===== src/rtl/fios_seq_pkg.sv =====
// Shared types and constants for the FIOS Montgomery PE sequencer.
// Holds the state enum, DSP OPMODE words, PE mux select codes and the latency helper.
package fios_seq_pkg;

   typedef enum logic [3:0] {
      S_IDLE,
      S_LOAD,
      S_AB0,
      S_WAIT_T,
      S_MUL_M,
      S_WAIT_M,
      S_MP0,
      S_AB_J,
      S_MP_J,
      S_DRAIN,
      S_DONE
   } seq_state_t;

   localparam logic [6:0] OP_ZERO  = 7'b000_00_00;
   localparam logic [6:0] OP_MUL   = 7'b000_01_01;
   localparam logic [6:0] OP_MAC_C = 7'b011_01_01;
   localparam logic [6:0] OP_MAC_P = 7'b010_01_01;

   localparam logic [1:0] MUXA_AREG = 2'd0;
   localparam logic [1:0] MUXA_RES  = 2'd1;
   localparam logic [1:0] MUXA_MREG = 2'd2;
   localparam logic [1:0] MUXA_ZERO = 2'd3;

   localparam logic [1:0] MUXB_B    = 2'd0;
   localparam logic [1:0] MUXB_P0   = 2'd1;
   localparam logic [1:0] MUXB_P    = 2'd2;
   localparam logic [1:0] MUXB_ZERO = 2'd3;

   localparam logic [1:0] MUXC_CI   = 2'd0;
   localparam logic [1:0] MUXC_RESD = 2'd1;

   // Cycles from a product being presented to the DSP until its result is on RES.
   function automatic int unsigned LAT(input int unsigned abreg, input int unsigned mreg);
      return 1 + abreg + mreg;
   endfunction

endpackage


===== src/rtl/delay_line.sv =====
// Fixed-length register delay line with asynchronous reset.
// Output equals the input sampled DELAY clock edges earlier.
module delay_line #(
   parameter int unsigned WIDTH = 1,
   parameter int unsigned DELAY = 1
) (
   input  logic             clock_i,
   input  logic             reset_i,
   input  logic [WIDTH-1:0] d_i,
   output logic [WIDTH-1:0] q_o
);

   logic [WIDTH-1:0] pipe [DELAY];

   always_ff @(posedge clock_i or posedge reset_i) begin
      if (reset_i) begin
         for (int unsigned k = 0; k < DELAY; k++) begin
            pipe[k] <= '0;
         end
      end else begin
         pipe[0] <= d_i;
         for (int unsigned k = 1; k < DELAY; k++) begin
            pipe[k] <= pipe[k-1];
         end
      end
   end

   assign q_o = pipe[DELAY-1];

endmodule


===== src/rtl/fios_pe_seq.sv =====
// Control sequencer for one FIOS Montgomery PE built on a single DSP slice.
// Per outer word a_i it issues a_i*B + t, m = t0*p'0, then m*P, and flags final result words.
module fios_pe_seq
   import fios_seq_pkg::*;
#(
   parameter int unsigned NWORDS = 4,
   parameter int unsigned ABREG  = 1,
   parameter int unsigned MREG   = 1,
   parameter int unsigned CREG   = 1,
   localparam int unsigned IW    = $clog2(NWORDS)
) (
   input  logic          clock_i,
   input  logic          reset_i,
   input  logic          start_i,
   output logic          busy_o,
   output logic          done_o,
   output logic [IW-1:0] a_idx_o,
   output logic [IW-1:0] b_idx_o,
   output logic          a_reg_en_o,
   output logic          m_reg_en_o,
   output logic [1:0]    mux_A_sel_o,
   output logic [1:0]    mux_B_sel_o,
   output logic [1:0]    mux_C_sel_o,
   output logic          CREG_en_o,
   output logic [6:0]    OPMODE_o,
   output logic          RES_delay_en_o,
   output logic          res_valid_o,
   output logic [IW-1:0] res_idx_o
);

   localparam int unsigned LAT_C = LAT(ABREG, MREG);
   localparam int unsigned WW    = (LAT_C > 1) ? $clog2(LAT_C) : 1;
   localparam logic [WW-1:0] W_T = WW'((LAT_C >= 2) ? LAT_C - 2 : 0);
   localparam logic [WW-1:0] W_M = WW'(LAT_C - 1);
   localparam logic [IW-1:0] LAST = IW'(NWORDS - 1);

   seq_state_t    state, state_n;
   logic [IW-1:0] i_q, i_n;
   logic [IW-1:0] j_q, j_n;
   logic [WW-1:0] w_q, w_n;
   logic [IW:0]   dl_d, dl_q;

   always_comb begin
      state_n = state;
      i_n     = i_q;
      j_n     = j_q;
      w_n     = w_q;
      case (state)
         S_IDLE: begin
            if (start_i) begin
               state_n = S_LOAD;
               i_n     = '0;
               j_n     = '0;
            end
         end
         S_LOAD: state_n = S_AB0;
         S_AB0: begin
            // With LAT==1 there is no wait between the a*B issue and reading t back.
            if (LAT_C > 1) begin
               state_n = S_WAIT_T;
               w_n     = W_T;
            end else begin
               state_n = S_MUL_M;
            end
         end
         S_WAIT_T: begin
            if (w_q == '0) state_n = S_MUL_M;
            else           w_n     = w_q - 1'b1;
         end
         S_MUL_M: begin
            state_n = S_WAIT_M;
            w_n     = W_M;
         end
         S_WAIT_M: begin
            if (w_q == '0) state_n = S_MP0;
            else           w_n     = w_q - 1'b1;
         end
         S_MP0: begin
            state_n = S_AB_J;
            j_n     = IW'(1);
         end
         S_AB_J: state_n = S_MP_J;
         S_MP_J: begin
            if (j_q == LAST) begin
               j_n = '0;
               if (i_q == LAST) begin
                  state_n = S_DRAIN;
                  w_n     = W_M;
               end else begin
                  i_n     = i_q + 1'b1;
                  state_n = S_LOAD;
               end
            end else begin
               j_n     = j_q + 1'b1;
               state_n = S_AB_J;
            end
         end
         S_DRAIN: begin
            if (w_q == '0) state_n = S_DONE;
            else           w_n     = w_q - 1'b1;
         end
         S_DONE: begin
            state_n = S_IDLE;
            i_n     = '0;
         end
         default: state_n = S_IDLE;
      endcase
   end

   // Result flags enter the delay line on the edge that issues MP_J (word j-1)
   // and on the edge entering DRAIN (top word NWORDS-1), last outer iteration only.
   always_comb begin
      dl_d = '0;
      if (state_n == S_MP_J && i_n == LAST) begin
         dl_d = {1'b1, j_n - 1'b1};
      end else if (state_n == S_DRAIN && state == S_MP_J) begin
         dl_d = {1'b1, LAST};
      end
   end

   always_ff @(posedge clock_i or posedge reset_i) begin
      if (reset_i) begin
         state          <= S_IDLE;
         i_q            <= '0;
         j_q            <= '0;
         w_q            <= '0;
         busy_o         <= 1'b0;
         done_o         <= 1'b0;
         a_idx_o        <= '0;
         b_idx_o        <= '0;
         a_reg_en_o     <= 1'b0;
         m_reg_en_o     <= 1'b0;
         mux_A_sel_o    <= MUXA_ZERO;
         mux_B_sel_o    <= MUXB_ZERO;
         mux_C_sel_o    <= MUXC_CI;
         CREG_en_o      <= 1'b0;
         OPMODE_o       <= OP_ZERO;
         RES_delay_en_o <= 1'b0;
      end else begin
         state          <= state_n;
         i_q            <= i_n;
         j_q            <= j_n;
         w_q            <= w_n;
         busy_o         <= (state_n != S_IDLE) && (state_n != S_DONE);
         done_o         <= (state_n == S_DONE);
         a_idx_o        <= i_n;
         b_idx_o        <= j_n;
         a_reg_en_o     <= (state_n == S_LOAD);
         m_reg_en_o     <= (state_n == S_WAIT_M) && (w_n == '0);
         CREG_en_o      <= (state_n == S_AB0) && (CREG != 0);
         RES_delay_en_o <= (state_n == S_MUL_M);
         mux_A_sel_o    <= MUXA_ZERO;
         mux_B_sel_o    <= MUXB_ZERO;
         mux_C_sel_o    <= MUXC_CI;
         OPMODE_o       <= OP_ZERO;
         case (state_n)
            S_AB0: begin
               mux_A_sel_o <= MUXA_AREG;
               mux_B_sel_o <= MUXB_B;
               OPMODE_o    <= OP_MAC_C;
            end
            S_MUL_M: begin
               mux_A_sel_o <= MUXA_RES;
               mux_B_sel_o <= MUXB_P0;
               OPMODE_o    <= OP_MUL;
            end
            S_MP0, S_MP_J: begin
               mux_A_sel_o <= MUXA_MREG;
               mux_B_sel_o <= MUXB_P;
               mux_C_sel_o <= MUXC_RESD;
               OPMODE_o    <= OP_MAC_C;
            end
            S_AB_J: begin
               mux_A_sel_o <= MUXA_AREG;
               mux_B_sel_o <= MUXB_B;
               OPMODE_o    <= OP_MAC_P;
            end
            default: ;
         endcase
      end
   end

   delay_line #(
      .WIDTH (IW + 1),
      .DELAY (LAT_C + 1)
   ) u_res_dly (
      .clock_i (clock_i),
      .reset_i (reset_i),
      .d_i     (dl_d),
      .q_o     (dl_q)
   );

   assign res_valid_o = dl_q[IW];
   assign res_idx_o   = dl_q[IW-1:0];

endmodule


===== config.mk =====
export PLATFORM = sky130hd
export DESIGN_NAME = fios_pe_seq
export DESIGN_NICKNAME = d
export VERILOG_FILES = /design/src/rtl/fios_seq_pkg.sv /design/src/rtl/delay_line.sv /design/src/rtl/fios_pe_seq.sv
export SDC_FILE = /design/constraint.sdc
export NUM_CORES = 1
export LEC_CHECK = 0
export BUFFER_PORTS_ARGS = -buffer_cell sky130_fd_sc_hd__clkbuf_2
export CAP_MARGIN = 20
export CELL_PAD_IN_SITES_DETAIL_PLACEMENT = 1
export CELL_PAD_IN_SITES_GLOBAL_PLACEMENT = 2
export CORE_MARGIN = 8
export CORE_UTILIZATION = 24
export CTS_CLUSTER_DIAMETER = 60
export DETAILED_ROUTE_END_ITERATION = 8
export PLACE_DENSITY = 0.55
export SETUP_SLACK_MARGIN = 0.4
export SLEW_MARGIN = 20
export SYNTH_ARGS = -nofsm -noshare
export SYNTH_HDL_FRONTEND = slang
export SYNTH_SLANG_ARGS = --single-unit

===== constraint.sdc =====
create_clock -name clock_i -period 2.5 [get_ports clock_i]
set_clock_uncertainty 0.1 [all_clocks]
set_input_delay 0.5 -clock clock_i [delete_from_list [all_inputs] [get_ports clock_i]]
set_output_delay 0.5 -clock clock_i [all_outputs]
set_load 0.05 [all_outputs]

==> results.cfg, run 1 <==
[global_routing]
antenna_found_initial = 0
first_global_vias = 1218
grt_first_pass_wirelength_um = 6410
grt_max_degree = 35
grt.overflow.total = 0
grt_use_total_pct = 8.323

[placed_design]
io_buffers = 24
post_dp_cell_area_mm2 = 0.001695
dp_hpwl_um = 2666
placed_cells = 235
pre_cts_ws_ns = 0.3748
gp_congestion = 0.7383

[cells_and_area]
fin_cells = 245
nets = 172
areaGrowthSynthToFinish_pct = 16.69
drive_above_1_share_pct = 35.12
fin_area_mm2 = 0.001828
antenna_cells = 0

[cts]
cts_sinks = 34
clk_latency_ns = 0.29
root_buffer = clkbuf_8
ctsHoldBuffers = 0
clk_path_buf_depth = 2
cts_buffers = 5
cts_htree_levels = 2
path_clk_slew_ns = 0.07
cts_tree = yes

[synth]
ys_top_cells_by_area = dfrtp_1 51%, buf_4 4.8%, dfstp_2 3.4%
synth-adder-area-share_pct = 1.597
yosysTopAreaCell = dfrtp_1
syn_area_mm2 = 0.001567
synth_top_area_share_pct = 51.12
ys_seq_area_share_pct = 54.47
syn_avg_cell_area_um2 = 11.03
synthSimpleGateAreaFrac_pct = 15.65
syn_inst = 142
synthTopCellsByCount = 32 x dfrtp_1, 10 x buf_4, 10 x o21ai_0, 9 x inv_1, 8 x a21oi_1
async_flop_share_pct = 100.0
synth_top_family_by_area = simple AND/OR/NAND/NOR gates
synth_edf_count = 0
synthFlopType = dfrtp_1
yosysMostFrequentCell = dfrtp_1
synth_xor_area_share_pct = 1.677
ys_types = 44
synth_mux_area_share_pct = 0
ys_warn_count = 0
synth_seq_cells = 34
synth-compound-area-share_pct = 15.10

[critical_path]
worstPathMaxFanout = 14
reg2reg_depth = 6
endpoint = m_reg_en_o$_DFF_PP0_
rr_startpoint = state[3]$_DFF_PP0_
arrival_ns = 2.03
reg2reg_to = m_reg_en_o$_DFF_PP0_
timing.critical_path.from = state[3]$_DFF_PP0_
start_kind = flip-flop
crit_required_ns = 2.56
endpoint_kind = flip-flop
worstSetupPathType = reg2reg
reg2reg_slack_ns = 0.53

[timing]
fmax_ghz = 0.5083
finalCriticalPeriod_ns = 1.967
hold_violations = 0
setup_viol = 0
setup_ws_ns = 0.5326
setup_tns_ns = 0
slew_viol_final = 0
rsz0062_at_grt = true
min_period_over_period_pct = 78.70

[die]
placeableCoreArea_mm2 = 0.006350
rows = 29
die_height_um = 96.79
start_util_pct = 24.67
die_width_um = 96.79
ioPinCount = 29
die_area_mm2 = 0.009368

[run_status]
status = completed

[drt]
via_count = 1138
wl_per_cell_um = 14.98
totalWireLength_um = 3670
vias_per_cell = 4.645
first_iter_violations = 96
route.detailed.drc = 0
ant_nets = 0
first_pass_iters = 4

[min_path]
min_path_type = in2async

[job]
drv_cap = 0
metrics by stage:
step	hold WS (ns)	utilization [%]
final	0.1899	28.79
after global routing	0.2394	28.79
after CTS	0.2080	28.28
after detailed placement	0.2363	26.70
after global placement	0.2323	26.70
after floorplan	0.2312	-
layout by cell type (no fill, tap or decap), drive strengths merged, types with 3 or more instances in the layout:
cell type	count
a21oi	8
or2	3
conb	4
nor3	5
xor2	3
clkbuf	30
buf	7
nand2	7
nor3b	5
o21ai	10
nor4	4
inv	10
dfrtp	32
nor2	6
a21o	3
metal layers:
metal / wire length, µm / part of all wire (%) / GRT usage, %
met1: 1672 / 46 / 9.741
met2: 1722 / 47 / 13.02
met3: 187 / 5.1 / 2.845
met4: 87 / 2.4 / 4.615
met5: 0 / 0 / 0
final cells by class:
type                    count  area (µm²)
clock buffers               6       72.57
clock inverters             2       13.76
fillers                   733        4522
inverters                  10       37.54
multi-input cells          85       575.6
flip-flops and latches     34       859.6
well taps                  77       96.34
repair buffers             31       172.7
logic make-up after synthesis:
| logic type | Yosys count |
|---|---|
| fa+ha+maj | 2 |
| flops | 34 |
| other cells | 1 |
| xor+xnor | 3 |
| simple gates | 41 |
| buf+inv | 26 |
| compound gates | 35 |
worst min-delay path by stage:
stage	cells past startpoint	slack, ns	start	end
2_1_floorplan	0	0.23	u_res_dly.pipe[6]$_DFF_PP0_	u_res_dly.pipe[3]$_DFF_PP0_
3_3_place_gp	0	0.23	u_res_dly.pipe[10]$_DFF_PP0_	u_res_dly.pipe[7]$_DFF_PP0_
3_5_place_dp	0	0.24	u_res_dly.pipe[9]$_DFF_PP0_	u_res_dly.pipe[6]$_DFF_PP0_
4_1_cts	3	0.21	reset_i	state[3]$_DFF_PP0_
5_1_grt	3	0.24	reset_i	CREG_en_o$_DFF_PP0_
6_report	3	0.19	reset_i	OPMODE_o[4]$_DFF_PP0_
registers in the layout, indices dropped and copies added (netlist names):
name / flops
w_q: 2
RES_delay_en_o: 1
OPMODE_o: 3
m_reg_en_o: 1
state: 4
i_q: 2
a_reg_en_o: 1
done_o: 1
mux_B_sel_o: 2
busy_o: 1
u_res_dly.pipe: 9
CREG_en_o: 1
u_res_dly.q_o: 3
mux_C_sel_o: 1
j_q: 2
what timing repair did:
action | 4_1_cts | 5_1_grt
gates resized for setup | 3 | 7
endpoints found under the hold margin | 0 | 0
setup buffers | 1 | 1
setup endpoints to repair | 1 | 7
worst max-delay path: stages, from the launching register on:
cell	delay [ns]
dfrtp_2	0.53
buf_4	0.21
nor4b_1	0.34
or3_1	0.16
o21ai_0	0.08
a21oi_1	0.34
nor4_4	0.09
Power of run 1 is left out: the tool's default activity adds up to more than one toggle a clock period on the data nets, which glitch-free logic cannot reach.
==> run 2, diff against run 1 <==
--- a/config.mk
+++ b/config.mk
@@ -5,6 +5,7 @@
 export SDC_FILE = /design/constraint.sdc
 export NUM_CORES = 1
 export LEC_CHECK = 0
+export ABC_AREA = 1
 export BUFFER_PORTS_ARGS = -buffer_cell sky130_fd_sc_hd__clkbuf_2
 export CAP_MARGIN = 20
 export CELL_PAD_IN_SITES_DETAIL_PLACEMENT = 1
@@ -13,7 +14,7 @@
 export CORE_UTILIZATION = 24
 export CTS_CLUSTER_DIAMETER = 60
 export DETAILED_ROUTE_END_ITERATION = 8
-export PLACE_DENSITY = 0.55
+export PLACE_DENSITY = 0.6
 export SETUP_SLACK_MARGIN = 0.4
 export SLEW_MARGIN = 20
 export SYNTH_ARGS = -nofsm -noshare
==> constraint.sdc (replaced) <==
create_clock -name clock_i -period 2 [get_ports clock_i]
set_clock_uncertainty 0.1 [all_clocks]
set_input_delay 0.4 -clock clock_i [delete_from_list [all_inputs] [get_ports clock_i]]
set_output_delay 0.4 -clock clock_i [all_outputs]
set_load 0.05 [all_outputs]
==> results.cfg, run 2 <==
[run_status]
status = completed

[synth]
ys_seq_area_share_pct = 54.74
async_flop_share_pct = 100.0
synth_top_area_share_pct = 51.36
yosysMostFrequentCell = nand2_1
syn_area_mm2 = 0.001559
synth_xor_area_share_pct = 0
synth_mux_area_share_pct = 0
synthTopCellsByCount = 46 x nand2_1, 34 x inv_1, 32 x dfrtp_1, 23 x nand3_1, 20 x nor2_1
synth_seq_cells = 34
syn_avg_cell_area_um2 = 8.293
yosysTopAreaCell = dfrtp_1
synth-compound-area-share_pct = 3.210
ys_top_cells_by_area = dfrtp_1 51%, nand2_1 11%, inv_1 8.2%
synthFlopType = dfrtp_1
synth-adder-area-share_pct = 1.605
ys_warn_count = 0
synth_top_family_by_area = simple AND/OR/NAND/NOR gates
ys_types = 19
synthSimpleGateAreaFrac_pct = 27.69
syn_inst = 188
synth_edf_count = 0

[timing]
fmax_ghz = 0.6220
setup_viol = 0
finalCriticalPeriod_ns = 1.608
setup_tns_ns = 0
min_period_over_period_pct = 80.39
hold_violations = 0
rsz0062_at_grt = true
slew_viol_final = 0

[job]
drv_cap = 0

[critical_path]
reg2reg_depth = 9
arrival_ns = 1.70
crit_chain = inv_4 -> nor2_4 -> nand2_4 -> buf_6 -> nand4_1 -> nor2_4 -> nand3_2 -> nand2_1 -> inv_1
worstPathMaxFanout = 7
reg2reg_slack_ns = 0.39
rr_startpoint = state[2]$_DFF_PP0_
endpoint_kind = flip-flop
max_stage_delay_ns = 0.47
cp_slowest_cell = dfrtp_2
crit_required_ns = 2.09
reg2reg_to = busy_o$_DFF_PP0_
start_kind = flip-flop
worstSetupPathType = reg2reg
cpMostUsedCell = nor2_4

[cells_and_area]
final_cell_mix = 30 x nand2_1, 27 x inv_1, 26 x dfrtp_1, 19 x clkbuf_2, 15 x buf_4
top_regs = u_res_dly.pipe: 9 flops, state: 4 flops
final_common_cell = nand2_1
antenna_cells = 0
drive_above_1_share_pct = 49.35
nets = 235
max_flop_register = u_res_dly.pipe
largest_reg_flops = 9
areaGrowthSynthToFinish_pct = 43.66

[cts]
cts_buffers = 5
cts_sinks = 34
cts_tree = yes
clk_latency_ns = 0.30
clk_path_buf_depth = 2
root_buffer = clkbuf_8
cts_htree_levels = 2
path_clk_slew_ns = 0.08

[placed_design]
dp_hpwl_um = 2961
gp_congestion = 0.7384
io_buffers = 24

[drt]
first_pass_iters = 4
first_iter_violations = 39
route.detailed.drc = 0
vias_per_cell = 4.302
ant_nets = 0
wl_per_cell_um = 13.65
via_count = 1325
totalWireLength_um = 4205

[die]
rows = 29
ioPinCount = 29
die_width_um = 96.60
start_util_pct = 24.69
die_height_um = 96.60
placeableCoreArea_mm2 = 0.006314
die_area_mm2 = 0.009331

[power]
finalPower_mw = 4.025
p_per_area_mw_per_mm2 = 1797
peakVddDrop_mv = 0.8142
leakage_nw = 1.182

[global_routing]
grt_use_total_pct = 9.040
first_global_vias = 1323
grt_max_degree = 35
grt_first_pass_wirelength_um = 6375
grt.overflow.total = 0
antenna_found_initial = 0

[min_path]
min_path_type = in2async
==> run 2: cell types whose count changed after synthesis, sizes merged, moves of 5 or more <==
cell	change
nand2	+41
inv	+24
nand3	+21
nor2	+17
a21oi	-7
buf	-6
nor3	-5
==> run 2: stage by stage <==
stage                     setup WS, ns  hold WS, ns  utilization [%]  instances  instance area (µm²)
after floorplan                 0.4293       0.2312                -        191                 1578
after global placement          0.1828       0.2324            27.59        285                 1742
after detailed placement        0.1994       0.2362            27.59        285                 1742
after CTS                       0.3655      0.09144            30.34        294                 1916
after global routing            0.3291       0.1374            35.47        308                 2240
final                           0.3922      0.06977            35.47        308                 2240
==> run 2: area by class of cell <==
class | count | area, µm²
fill | 756 | 4074
sequential | 34 | 860.8
multi-input combinational | 114 | 744.5
timing repair buffer | 41 | 267.8
inverter | 34 | 132.6
tap | 77 | 96.34
clock buffer | 5 | 68.82
clock inverter | 3 | 68.82
==> run 2: routing by layer <==
layer  wire length (µm)  vias up  share of wire, %  GRT usage [%]
met5                  0        -                 0              0
met4                 58        0               1.4          3.405
met3                248        7               5.9          2.859
met2               2049       25                49          14.99
met1               1849      646                44          10.67
li1                   -      647                 -              -
==> run 2: worst max-delay path, delay by kind of cell, from the launching register on <==
kind,cells,cell delay [ns]
AND/OR/NAND/NOR,6,0.69
buffers and inverters,3,0.24
flip-flops,1,0.47
==> run 2: report_power, final <==
part / internal (mW) / leakage (nW) / switching (mW)
sequential: 0.883 / 0.442 / 0.163
clock: 0.499 / 0.0683 / 0.277
combinational: 0.723 / 0.671 / 1.48
total: 2.11 / 1.18 / 1.92
==> run 2: cells by family (layout without fill, tap and decap cells) <==
| kind of cell | count (synthesis) | count (layout) |
|---|---|---|
| adders and majority gates | 2 | 2 |
| AOI/OAI and AO/OA | 9 | 9 |
| other | 1 | 4 |
| buffers and inverters | 43 | 83 |
| and+or+nand+nor | 99 | 99 |
| DFF | 34 | 34 |
==> run 2: repair_timing <==
action / CTS / global route
setup buffers: 1 / 14
resized for setup: 11 / 73
endpoints found under the setup margin: 14 / 15
hold buffers: 0 / 0
pin swaps: 1 / 14
==> run 2: worst max-delay path by stage <==
stage,start,endpoint,cells past startpoint
4_1_cts,state[2]$_DFF_PP0_,u_res_dly.pipe[9]$_DFF_PP0_,9
5_1_grt,state[2]$_DFF_PP0_,busy_o$_DFF_PP0_,9
3_5_place_dp,state[1]$_DFF_PP0_,busy_o$_DFF_PP0_,10
2_1_floorplan,j_q[0]$_DFF_PP0_,u_res_dly.pipe[10]$_DFF_PP0_,8
3_3_place_gp,state[1]$_DFF_PP0_,busy_o$_DFF_PP0_,10
6_report,state[2]$_DFF_PP0_,busy_o$_DFF_PP0_,9
Power figures use the tool's default switching activity.
